## src/rtl/aer_pkg.sv

```systemverilog
// aer_pkg: shared constants and the address-event record for the spike AER encoder
package aer_pkg;
  localparam int N_NEURONS_DEF = 8;
  localparam int TS_WIDTH_DEF = 8;
  localparam int FIFO_DEPTH_DEF = 4;
  localparam int DROP_CNT_W = 8;
  localparam int ADDR_W = $clog2(N_NEURONS_DEF);
  typedef struct packed {
    logic [ADDR_W-1:0] addr;
    logic [TS_WIDTH_DEF-1:0] ts;
  } aer_event_t;
endpackage

```

## src/rtl/aer_fifo.sv

```systemverilog
// aer_fifo: sync FIFO of events; ports clk, reset_n (sync active-low), push/din, pop/dout, full, empty
module aer_fifo
  import aer_pkg::*;
#(
  parameter int DEPTH = FIFO_DEPTH_DEF,
  parameter type T = aer_event_t
) (
  input  logic clk,
  input  logic reset_n,
  input  logic push,
  input  T     din,
  input  logic pop,
  output T     dout,
  output logic full,
  output logic empty
);
  localparam int PW = $clog2(DEPTH);
  T mem [DEPTH];
  logic [PW-1:0] wr_ptr, rd_ptr;
  logic [PW:0] count;
  logic do_push, do_pop;
  assign full = count == (PW+1)'(DEPTH);
  assign empty = count == '0;
  assign do_push = push && !full;
  assign do_pop = pop && !empty;
  assign dout = mem[rd_ptr];
  always_ff @(posedge clk) begin
    if (!reset_n) begin
      wr_ptr <= '0;
      rd_ptr <= '0;
      count <= '0;
    end else begin
      if (do_push) begin
        mem[wr_ptr] <= din;
        wr_ptr <= wr_ptr + 1'b1;
      end
      if (do_pop) rd_ptr <= rd_ptr + 1'b1;
      count <= count + (PW+1)'(do_push) - (PW+1)'(do_pop);
    end
  end
endmodule

```

## src/rtl/spike_aer_encoder.sv

```systemverilog
// spike_aer_encoder: spike rising edges -> round-robin arbitrated {addr,ts} events over valid/ready; clk, reset_n, spike_in, ts_tick, aer_*, drop_count, fifo_full
module spike_aer_encoder
  import aer_pkg::*;
#(
  parameter int N_NEURONS = N_NEURONS_DEF,
  parameter int TS_WIDTH = TS_WIDTH_DEF,
  parameter int FIFO_DEPTH = FIFO_DEPTH_DEF,
  localparam int AW = $clog2(N_NEURONS)
) (
  input  logic                  clk,
  input  logic                  reset_n,
  input  logic [N_NEURONS-1:0]  spike_in,
  input  logic                  ts_tick,
  output logic                  aer_valid,
  input  logic                  aer_ready,
  output logic [AW-1:0]         aer_addr,
  output logic [TS_WIDTH-1:0]   aer_ts,
  output logic [DROP_CNT_W-1:0] drop_count,
  output logic                  fifo_full
);
  localparam int DROP_MAX = (1 << DROP_CNT_W) - 1;
  typedef struct packed {
    logic [AW-1:0] addr;
    logic [TS_WIDTH-1:0] ts;
  } ev_t;
  logic [N_NEURONS-1:0] spike_q, pending, rise, gnt_oh, drop;
  logic [AW-1:0] rr_ptr, gnt_idx, idx;
  logic [TS_WIDTH-1:0] ts;
  logic [DROP_CNT_W-1:0] drop_nx;
  logic gnt_any, empty;
  int dsum;
  ev_t head, push_ev;
  assign rise = spike_in & ~spike_q;
  assign drop = rise & pending & ~gnt_oh;
  assign push_ev = '{addr: gnt_idx, ts: ts};
  always_comb begin
    gnt_any = 1'b0;
    gnt_idx = rr_ptr;
    idx = rr_ptr;
    for (int k = N_NEURONS; k >= 1; k--) begin
      idx = rr_ptr + AW'(k);
      if (pending[idx]) begin
        gnt_any = 1'b1;
        gnt_idx = idx;
      end
    end
    gnt_any = gnt_any && !fifo_full;
    gnt_oh = gnt_any ? (N_NEURONS'(1) << gnt_idx) : '0;
  end
  always_comb begin
    dsum = int'(drop_count) + $countones(drop);
    drop_nx = dsum > DROP_MAX ? DROP_CNT_W'(DROP_MAX) : DROP_CNT_W'(dsum);
  end
  always_ff @(posedge clk) begin
    if (!reset_n) begin
      spike_q <= '0;
      pending <= '0;
      rr_ptr <= AW'(N_NEURONS - 1);
      ts <= '0;
      drop_count <= '0;
    end else begin
      spike_q <= spike_in;
      pending <= rise | (pending & ~gnt_oh);
      if (gnt_any) rr_ptr <= gnt_idx;
      ts <= ts + TS_WIDTH'(ts_tick);
      drop_count <= drop_nx;
    end
  end
  aer_fifo #(.DEPTH(FIFO_DEPTH), .T(ev_t)) u_fifo (
    .clk(clk),
    .reset_n(reset_n),
    .push(gnt_any),
    .din(push_ev),
    .pop(aer_ready),
    .dout(head),
    .full(fifo_full),
    .empty(empty)
  );
  assign aer_valid = !empty;
  assign aer_addr = empty ? '0 : head.addr;
  assign aer_ts = empty ? '0 : head.ts;
endmodule

```

## config.mk

```make
export PLATFORM = sky130hd
export DESIGN_NAME = spike_aer_encoder
export DESIGN_NICKNAME = d
export VERILOG_FILES = /design/src/rtl/aer_pkg.sv /design/src/rtl/aer_fifo.sv /design/src/rtl/spike_aer_encoder.sv
export SDC_FILE = /design/constraint.sdc
export NUM_CORES = 1
export LEC_CHECK = 0
export ABC_AREA = 1
export BUFFER_PORTS_ARGS = -buffer_cell sky130_fd_sc_hd__buf_4
export CAP_MARGIN = 20
export CORE_UTILIZATION = 54
export CTS_BUF_LIST = sky130_fd_sc_hd__clkbuf_8 sky130_fd_sc_hd__clkbuf_16
export CTS_CLUSTER_SIZE = 14
export DETAILED_ROUTE_END_ITERATION = 8
export PLACE_DENSITY = 0.81
export SETUP_SLACK_MARGIN = 0.2
export SYNTH_ARGS = -nofsm -noshare
export SYNTH_HDL_FRONTEND = slang
export SYNTH_SLANG_ARGS = --single-unit
```

## constraint.sdc

```tcl
create_clock -name clk -period 4.7 [get_ports clk]
set_input_delay 0.47 -clock clk [delete_from_list [all_inputs] [get_ports clk]]
set_output_delay 0.47 -clock clk [all_outputs]
set_load 0.005 [all_outputs]
```

==> reports/results.txt, run 1 <==
F_max -> 0.207 GHz
Maximum clock insertion buffer count -> 2
Worst-margin pin slew -> 1110 ps
Pins over their slew limit -> 0
Leakage power -> 2.46 nW
Initial antenna violation count -> 0
CTS root buf -> clkbuf_8
Worst endpoint required time -> 4950 ps
Die footprint -> 8870 um^2
CP Class -> reg2reg
Violated checks -> setup timing
Synthesized cell area -> 4590 um^2
Skew final -> 12.5 ps
RSZ-0062 raised after global routing -> yes
Met2 usage -> 38.2%
CP dominant cell by count -> inv_2
Combinational Power Share -> 62.8%
Core footprint -> 8220 um^2
HP Class -> in2reg
Multi-input gate area -> 2170 um^2
Routed WL -> 9.68 mm
Area delta synth->final -> 21.0%
Gr busiest metal -> met2
# DRC -> 0
Met3 global-route usage -> 4.13%
Row count -> 33
Iter 0 DRT Violations -> 198
Crit. End Element -> flop
# fillers -> 617
# diodes -> 0
H-tree depth -> 3
Proportion of layout cells with a drive suffix above 1 -> 31.7%
Die width -> 94.2 um
Nets@finish -> 619
Final Critical Period -> 4840 ps
Slowest CP cell -> fa_1
Initial Util -> 55.8%
Final setup vio count -> 8
WP data arrival -> 5090 ps
Part of the power in registers -> 25.1%
Hold_buf cts -> 0
Syn_nets -> 556
TritonCTS clock tree -> built
Number of global-route vias before repair -> 3356
Power Density -> 820 nW/um^2
Final Cycle Share -> 103%
Cell count after synthesis -> 522
Crit-path max cell delay -> 570 ps
Internal power -> 2.49 mW
Fin. Hold Viols -> 0
Syn. warnings -> 0
Die Y-Extent -> 94.2 um
1st-pass router iterations -> 5
Overall routing resource usage -> 23.2%
Rel. slew slack -> 25.8%
Largest net degree at the start of global routing -> 27
Met1 Use GR -> 30.9%
Final Util -> 67.5%
Pre-CTS WS -> -177 ps
Sequential share of the synthesized area -> 48.0%
CP top delay family -> adder cells
Synth unique cells -> 36
Clock transition at the registers of the reported paths -> 90 ps
Critical Path Source Type -> flop
Critical path peak fanout -> 6
Outcome -> finished with violations
Post-route setup slack -> -141 ps
Clock power share -> 12.0%
CTS buffer count -> 9
Routability-driven placement congestion ratio -> 0.930
Clk sink count -> 88
Vias/cell -> 5.17
Maximum vdd ir drop -> 0.000484 V
Global route overflow -> 0
Routed via count -> 3593
Switching Power -> 2.06 mW
Antenna-violating nets left -> 0
Dpl hpwl -> 6.79 mm
Switching share of power -> 45.2%
FF/Latch Area -> 2210 um^2
First-pass GRT wire length -> 15.6 mm
Number of synthesized register bits -> 88
MaxCap Viol Count -> 0
# IOs -> 33
Worst path bufs/invs -> 7
Worst-Skew Late Latency -> 360 ps
Buffers added on ports -> 32
Final total power -> 4.55 mW
Syn avg cell area -> 8.79 um^2
Wire per inst -> 13.9 um
metal layers:
metal  routed length, um  vias up
met4                 133        0
met2                4720      119
met5                   0        -
met3                 523       13
li1                    -     1821
met1                4300     1640
area by class of cell:
cell class	count	share of cell area, %
inverters	80	5.77
repair buffers	67	9.20
clock buffers	9	2.23
clock inverters	7	1.65
well taps	105	2.37
multi-input cells	339	39.0
flip-flops and latches	88	39.8
worst paths after layout:
kind | from | end | slack, ps | cells past startpoint
min | spike_in[1] | spike_q[1]$_SDFF_PN0_ | 290 | 3
min reg2reg | u_fifo.rd_ptr[1]$_SDFFE_PN0P_ | u_fifo.rd_ptr[1]$_SDFFE_PN0P_ | 470 | 2
max reg2reg | rr_ptr[1]$_SDFFE_PN1P_ | drop_count[6]$_SDFF_PN0_ | -140 | 26
max | rr_ptr[1]$_SDFFE_PN1P_ | drop_count[6]$_SDFF_PN0_ | -140 | 26
kinds of logic after synthesis:
logic type	count (synthesis)	share of synthesized area (%)
simple gates	222	24.0
buf+inv	95	8.65
compound gates	89	10.8
flops	88	48.0
fa+ha+maj	22	6.98
xor+xnor	6	1.56
metrics by stage:
stage,hold WS (ps),std cells,area (um^2),TNS [ps]
after floorplan,436,522,4650,-5.90
after global placement,452,672,5150,-231
after detailed placement,458,672,5150,-985
after CTS,282,692,5420,-127
after global routing,293,695,5550,-2730
final,294,695,5550,-958
power by group through the flow:
stage | combinational [mW] | clock, mW | sequential (mW)
2_1_floorplan | 1.80 | 0 | 1.12
3_3_place_gp | 2.51 | 0 | 1.15
3_5_place_dp | 2.58 | 0 | 1.16
4_1_cts | 2.65 | 0.554 | 1.14
5_1_grt | 3.13 | 0.581 | 1.16
6_report | 2.86 | 0.548 | 1.14
synthesized netlist by cell type (all sizes together):
cell | number | share of area [%]
a21o | 1 | 0.16
a21oi | 47 | 5.9
a31oi | 2 | 0.27
and2 | 1 | 0.19
buf | 8 | 1.4
clkbuf | 7 | 0.57
clkinv | 1 | 0.082
dfxtp | 44 | 19
edfxtp | 44 | 29
fa | 6 | 2.6
ha | 16 | 4.4
inv | 79 | 6.6
nand2 | 96 | 9.4
nand3 | 45 | 7.0
nand4 | 2 | 0.27
nor2 | 73 | 6.5
nor3 | 4 | 0.55
nor4 | 1 | 0.14
o21ai | 39 | 4.5
xnor2 | 3 | 0.57
xor2 | 3 | 0.98
placed cells by master, fill, tap and decap left out, types with 3 or more instances in the layout:
cell and count:
xnor2_1 3, o21ai_2 3, nand3_4 7, nor2_1 68
nand2_2 23, o21ai_0 31, a21oi_1 33, inv_1 60
nand3_1 18, inv_2 15, ha_1 15, fa_1 4
nand2_4 4, o21ai_1 4, dfxtp_1 42, a21oi_2 13
inv_8 4, nand3_2 20, nor3_1 3, edfxtp_1 44
clkbuf_8 9, nand2_1 69, buf_4 65
what timing repair did:
action,CTS,global route
hold endpoints to repair,0,0
setup buffers,4,3
endpoints found under the setup margin,8,8
resized for setup,9,28
pin swaps,6,22
flip-flops by register name (all words and copies together) (netlist names), named ones only:
name	count
spike_q	8
ts	8
drop_count	8
rr_ptr	3
u_fifo.rd_ptr	2
u_fifo.mem	44
u_fifo.wr_ptr	2
pending	8
u_fifo.count	3
worst reg2reg max path, cell delays in order, from the launching register on:
cell	delay (ps)
dfxtp_4	400
inv_8	40
ha_4	340
nand3_2	120
and2_4	180
a21oi_1	180
nand2_1	90
nand2_2	90
nand2_4	80
nor2_8	120
nand3_2	110
nand3_2	70
inv_2	40
fa_1	490
inv_2	40
fa_1	480
inv_2	40
fa_1	570
fa_2	230
inv_2	40
fa_2	340
o21ai_2	170
nand2_2	100
nor2_4	150
buf_4	120
buf_6	80
a21oi_2	40
(Power assumes the default switching activity.)
==> inputs of run 2 (changes only) <==
- CORE_UTILIZATION: 54 -> 40
- PLACE_DENSITY: 0.81 -> 0.65
- SKIP_LAST_GASP: unset -> 1
==> run 2 against run 1 <==
Effect of this change: the flow still finishes with violations (setup timing); worst setup slack better by 61 ps; total power up 2.2%; routed wire length down 0.39%; first-iteration DRC count down 6.1%; global-route usage down 5.7 points; core utilization down 16 points; critical path depth up 1; critical endpoint is now drop_count[5]$_SDFF_PN0_; largest cell class unchanged.
==> reports/results.txt, run 2 (synthesis gave the netlist of run 1 again) <==
Overall routing resource usage -> 17.5% (-5.7 points)
Vias/cell -> 4.88 (-5.6%)
CP Class -> reg2reg
Die footprint -> 11900 um^2 (+34%)
Cells after DPL -> 708 (+5.4%)
Final cell count without fillers -> 728 (+4.7%)
TritonCTS clock tree -> built
Cell area after placement -> 5200 um^2 (+1.0%)
Proportion of layout cells with a drive suffix above 1 -> 30.1% (-1.6 points)
Wire per inst -> 13.2 um (-4.9%)
Skew final -> 8.53 ps (-3.98 ps)
Area delta synth->final -> 24.0%
MaxCap Viol Count -> 0 (unchanged)
Maximum vdd ir drop -> 0.000517 V (+6.9%)
Clock transition at the registers of the reported paths -> 70 ps (-20 ps)
Nets@finish -> 617 (-0.32%)
Die width -> 109 um (+16%)
Final instance area -> 5690 um^2 (+2.5%)
Number of global-route vias before repair -> 3415 (+1.8%)
Clk sink count -> 88 (unchanged)
WL met1 -> 4.43 mm (+3.0%)
Violated checks -> setup timing
Final Critical Period -> 4780 ps (-61.2 ps)
Worst-Skew Late Latency -> 340 ps (-20 ps)
Leakage power -> 2.51 nW (+2.2%)
Combinational Power Share -> 58.2% (-4.6 points)
Final Util -> 51.8% (-16 points)
Power Density -> 818 nW/um^2 (-0.25%)
Pre-CTS WS -> -114 ps (+62.9 ps)
Routed via count -> 3553 (-1.1%)
Pins over their slew limit -> 0 (unchanged)
Rel. slew slack -> 28.6% (+2.8 points)
Routed WL -> 9.64 mm (-0.39%)
Max Used Layer -> met4
# diodes -> 0 (unchanged)
Most frequent cells in the layout -> nor2_1, nand2_1, inv_1, buf_4, edfxtp_1
Iter 0 DRT Violations -> 186 (-6.1%)
Worst-margin pin slew -> 1070 ps (-42.3 ps)
Core footprint -> 11000 um^2 (+34%)
1st-pass router iterations -> 4 (-1)
Largest register FFs -> 44 (unchanged)
Met2 WL post-DR -> 4.65 mm (-1.6%)
Most common cell after layout, fill and taps aside -> nor2_1
HP Class -> in2reg
Switching share of power -> 42.8% (-2.4 points)
Clock power share -> 16.7% (+4.7 points)
F_max -> 0.209 GHz (+1.3%)
CTS buffer count -> 9 (unchanged)
Antenna-violating nets left -> 0 (unchanged)
Dpl hpwl -> 6.83 mm (+0.70%)
Switching Power -> 1.99 mW (-3.2%)
Largest reg by FF count -> u_fifo.mem
H-tree depth -> 3 (unchanged)
Buffers added on ports -> 32 (unchanged)
Part of the power in registers -> 25.0% (about the same)
Row count -> 38 (+15%)
CTS root buf -> clkbuf_16
Slowest CP cell -> fa_1
Fin. Hold Viols -> 0 (unchanged)
WP data arrival -> 5070 ps (-20 ps)
# IOs -> 33 (unchanged)
Metal3 WL -> 410 um (-22%)
Initial Util -> 41.8% (-14 points)
Global route overflow -> 0 (unchanged)
Worst endpoint required time -> 4990 ps (+40 ps)
# DRC -> 0 (unchanged)
Critical path peak fanout -> 6 (unchanged)
Initial antenna violation count -> 0 (unchanged)
Internal power -> 2.66 mW (+6.7%)
Final setup vio count -> 8 (unchanged)
Final Cycle Share -> 102% (-1.3 points)
Maximum clock insertion buffer count -> 2 (unchanged)
Outcome -> finished with violations
Crit-path max cell delay -> 510 ps (-60 ps)
Post-route setup slack -> -79.9 ps (+61.2 ps)
Largest net degree at the start of global routing -> 27 (unchanged)
First-pass GRT wire length -> 15.9 mm (+1.5%)
Die Y-Extent -> 109 um (+16%)
Critical Path Source Type -> flop
Crit. End Element -> flop
RSZ-0062 raised after global routing -> yes
Routability-driven placement congestion ratio -> 0.862 (-7.3%)
Worst hold slack -> 315 ps (+21.6 ps)
run 2: cell types whose count changed in the layout (fill, tap and decap cells not counted), sizes merged:
cell	previous run	this run
clkinv	5	2
buf	67	65
inv	81	83
bufinv	1	2
run 2: stage by stage:
step,power (mW),TNS [ps]
final,4.65,-246
after global routing,5.01,-2390
after CTS,4.58,-45.7
after detailed placement,3.76,-517
after global placement,3.71,-126
after floorplan,2.93,-5.90
run 2: power groups by stage:
stage	Sequential, mW	Combinational, mW	Clock [mW]
after CTS	1.16	2.63	0.796
final	1.16	2.71	0.778
after global routing	1.18	2.99	0.833
after detailed placement	1.18	2.58	0
after global placement	1.17	2.54	0
after floorplan	1.12	1.80	0
run 2: cell type report:
type,count,area [um^2]
Clock buffer,9,225
Clock inverter,7,104
Fill cell,1005,5300
Inverter,80,323
Multi-Input combinational cell,339,2150
Sequential cell,88,2210
Tap cell,140,175
Timing Repair Buffer,65,499
run 2: critical path: cells and delay by family (launching register included):
kind	cells	cell delay [ps]
flops	1	380
compound gates	4	480
fa+ha+maj	6	2390
simple gates	11	1230
buf+inv	6	270
run 2: metal layers:
metal  vias to the layer above  track usage [%]
li1                       1817                -
met1                      1645             22.8
met2                        76             28.9
met3                        15             3.41
met4                         0             6.18
met5                         -                0
run 2: worst paths after layout:
| check | end | slack, ps | startpoint | cells after the start |
|---|---|---|---|---|
| worst min register to register | u_fifo.rd_ptr[1]$_SDFFE_PN0P_ | 470 | u_fifo.rd_ptr[1]$_SDFFE_PN0P_ | 2 |
| worst min-delay path | spike_q[3]$_SDFF_PN0_ | 320 | spike_in[3] | 3 |
| worst max register to register | drop_count[5]$_SDFF_PN0_ | -80 | rr_ptr[1]$_SDFFE_PN1P_ | 27 |
| worst max-delay path | drop_count[5]$_SDFF_PN0_ | -80 | rr_ptr[1]$_SDFFE_PN1P_ | 27 |
run 2: timing repair:
action                     CTS  global route
setup buffers                2             1
hold buffers                 0             0
resized for setup            7            25
gates cloned                 0             0
setup endpoints to repair    8             8
pin swaps                    4             5
==> inputs of run 3 (changes only) <==
- SETUP_SLACK_MARGIN: 0.2 -> 0.4
- SKIP_CTS_REPAIR_TIMING: unset -> 1
==> run 3 against run 2 <==
Effect of this change: the run still ends with setup timing left; fmax increased by 0.59%; first-iteration DRC count increased by 3.8%; sequential share of layout area increased by 0.19 points; combinational power about the same; register-to-register slack improved by 30 ps; total power decreased by 0.61%.
==> reports/results.txt, run 3 (synthesis gave the netlist of run 1 again) <==
Outcome -> finished with violations
Violated checks -> setup timing
Part of the power in registers -> 25.1% (about the same)
CTS root buf -> clkbuf_16
Number of global-route vias before repair -> 3388 (-0.79%)
Largest register FFs -> 44 (unchanged)
WP data arrival -> 5040 ps (-30 ps)
Nets@finish -> 618 (+0.16%)
Core footprint -> 11000 um^2 (unchanged)
Largest reg by FF count -> u_fifo.mem
Critical path peak fanout -> 6 (unchanged)
Pins over their slew limit -> 0 (unchanged)
Critical Path Source Type -> flop
Final setup vio count -> 5 (-3)
Vias/cell -> 4.86 (-0.50%)
Crit. End Element -> flop
HP Class -> in2reg
Fin. Hold Viols -> 0 (unchanged)
Global route overflow -> 0 (unchanged)
Routability-driven placement congestion ratio -> 0.862 (unchanged)
Clock transition at the registers of the reported paths -> 70 ps (about the same)
Worst endpoint required time -> 4990 ps (about the same)
TritonCTS clock tree -> built
# DRC -> 0 (unchanged)
Worst Hold Path Cells -> 3 (unchanged)
Final Cycle Share -> 101% (-0.59 points)
Die width -> 109 um (unchanged)
Reg2Reg Depth -> 32 (+19%)
Hold Crit Start -> spike_in[3]
Initial Util -> 41.8% (unchanged)
Clk sink count -> 88 (unchanged)
RSZ-0062 raised after global routing -> yes
Leakage power -> 2.49 nW (-0.87%)
Post-route setup slack -> -52.1 ps (+27.9 ps)
Iter 0 DRT Violations -> 193 (+3.8%)
Dpl hpwl -> 6.83 mm (unchanged)
Worst-Skew Late Latency -> 340 ps (about the same)
Worst-margin pin slew -> 1030 ps (-32.7 ps)
Initial antenna violation count -> 0 (unchanged)
Proportion of layout cells with a drive suffix above 1 -> 30.1% (-0.051 points)
Final Critical Period -> 4750 ps (-27.9 ps)
# IOs -> 33 (unchanged)
Clock power share -> 16.9% (+0.2 points)
Crit-path max cell delay -> 510 ps (about the same)
Power Density -> 817 nW/um^2 (about the same)
H-tree depth -> 3 (unchanged)
Slowest CP cell -> fa_1
CTS buffer count -> 9 (unchanged)
First-pass GRT wire length -> 15.8 mm (-0.60%)
Internal power -> 2.64 mW (-0.59%)
Routed WL -> 9.63 mm (-0.15%)
Row count -> 38 (unchanged)
Switching Power -> 1.98 mW (-0.65%)
Rel. slew slack -> 30.8% (+2.2 points)
Maximum clock insertion buffer count -> 2 (unchanged)
CP Class -> reg2reg
Wire per inst -> 13.2 um (-0.28%)
Largest net degree at the start of global routing -> 27 (unchanged)
Antenna-violating nets left -> 0 (unchanged)
Area delta synth->final -> 23.3%
Buffers added on ports -> 32 (unchanged)
Skew final -> 9.03 ps (+0.500 ps)
Routed via count -> 3540 (-0.37%)
Die Y-Extent -> 109 um (unchanged)
Maximum vdd ir drop -> 0.000517 V (about the same)
Final Util -> 51.5% (-0.31 points)
MaxCap Viol Count -> 0 (unchanged)
Critical R2R Launch -> rr_ptr[1]$_SDFFE_PN1P_
Switching share of power -> 42.8% (about the same)
Worst R2R Setup Slack -> -50 ps (+30 ps)
Most frequent cells in the layout -> nand2_1, nor2_1, buf_4, inv_1, edfxtp_1
Combinational Power Share -> 58.0% (-0.2 points)
Reg2reg end -> drop_count[5]$_SDFF_PN0_
# diodes -> 0 (unchanged)
Die footprint -> 11900 um^2 (unchanged)
Overall routing resource usage -> 17.4% (-0.079 points)
1st-pass router iterations -> 4 (unchanged)
F_max -> 0.210 GHz (+0.59%)
Final total power -> 4.62 mW (-0.61%)
Hold worst-path end -> spike_q[3]$_SDFF_PN0_
==> run 3: worst max-delay path by stage <==
stage                                       from                       end  slack, ps  depth (start not counted)
final                     rr_ptr[1]$_SDFFE_PN1P_  drop_count[5]$_SDFF_PN0_        -50                         32
after floorplan           rr_ptr[1]$_SDFFE_PN1P_  drop_count[5]$_SDFF_PN0_         -6                         33
after CTS                 rr_ptr[0]$_SDFFE_PN1P_  drop_count[5]$_SDFF_PN0_       -150                         32
after global routing      rr_ptr[0]$_SDFFE_PN1P_  drop_count[5]$_SDFF_PN0_       -350                         32
after detailed placement  rr_ptr[0]$_SDFFE_PN1P_  drop_count[5]$_SDFF_PN0_       -110                         32
after global placement    rr_ptr[0]$_SDFFE_PN1P_  drop_count[5]$_SDFF_PN0_        -50                         32
==> run 3: layout make-up <==
class / instances / area (um^2)
Sequential cell: 88 / 2210
Clock buffer: 9 / 225
Multi-Input combinational cell: 339 / 2130
Inverter: 80 / 320
Fill cell: 1006 / 5330
Tap cell: 140 / 175
Clock inverter: 7 / 104
Timing Repair Buffer: 66 / 495
==> run 3: layer usage <==
layer | wire length [um] | track usage (%) | vias up
li1 | - | - | 1822
met1 | 4510 | 22.8 | 1638
met2 | 4640 | 28.6 | 65
met3 | 325 | 3.41 | 15
met4 | 149 | 6.18 | 0
met5 | 0 | 0 | -
==> run 3: worst max-delay path, delay by kind of cell (launching register included) <==
kind	cells	cell delay (ps)
AOI/OAI and AO/OA	3	340
adders and majority gates	6	2390
buffers and inverters	7	330
DFF	1	380
and+or+nand+nor	16	1290
==> run 3: metrics by stage <==
stage                     hold slack (ps)  cell area (um^2)  instances  worst slack [ps]  TNS [ps]
after global routing                  313              5650        729              -348     -2260
final                                 317              5650        729             -52.1     -98.9
after floorplan                       436              4650        522             -5.90     -5.90
after detailed placement              460              5200        708              -114      -517
after global placement                445              5200        708             -54.0      -126
after CTS                             305              5530        724              -147      -698
==> run 3: power groups by stage <==
stage	Clock (mW)	Combinational, mW	Sequential, mW
3_5_place_dp	0	2.58	1.18
6_report	0.780	2.68	1.16
5_1_grt	0.833	2.96	1.18
2_1_floorplan	0	1.80	1.12
4_1_cts	0.796	2.60	1.16
3_3_place_gp	0	2.54	1.17
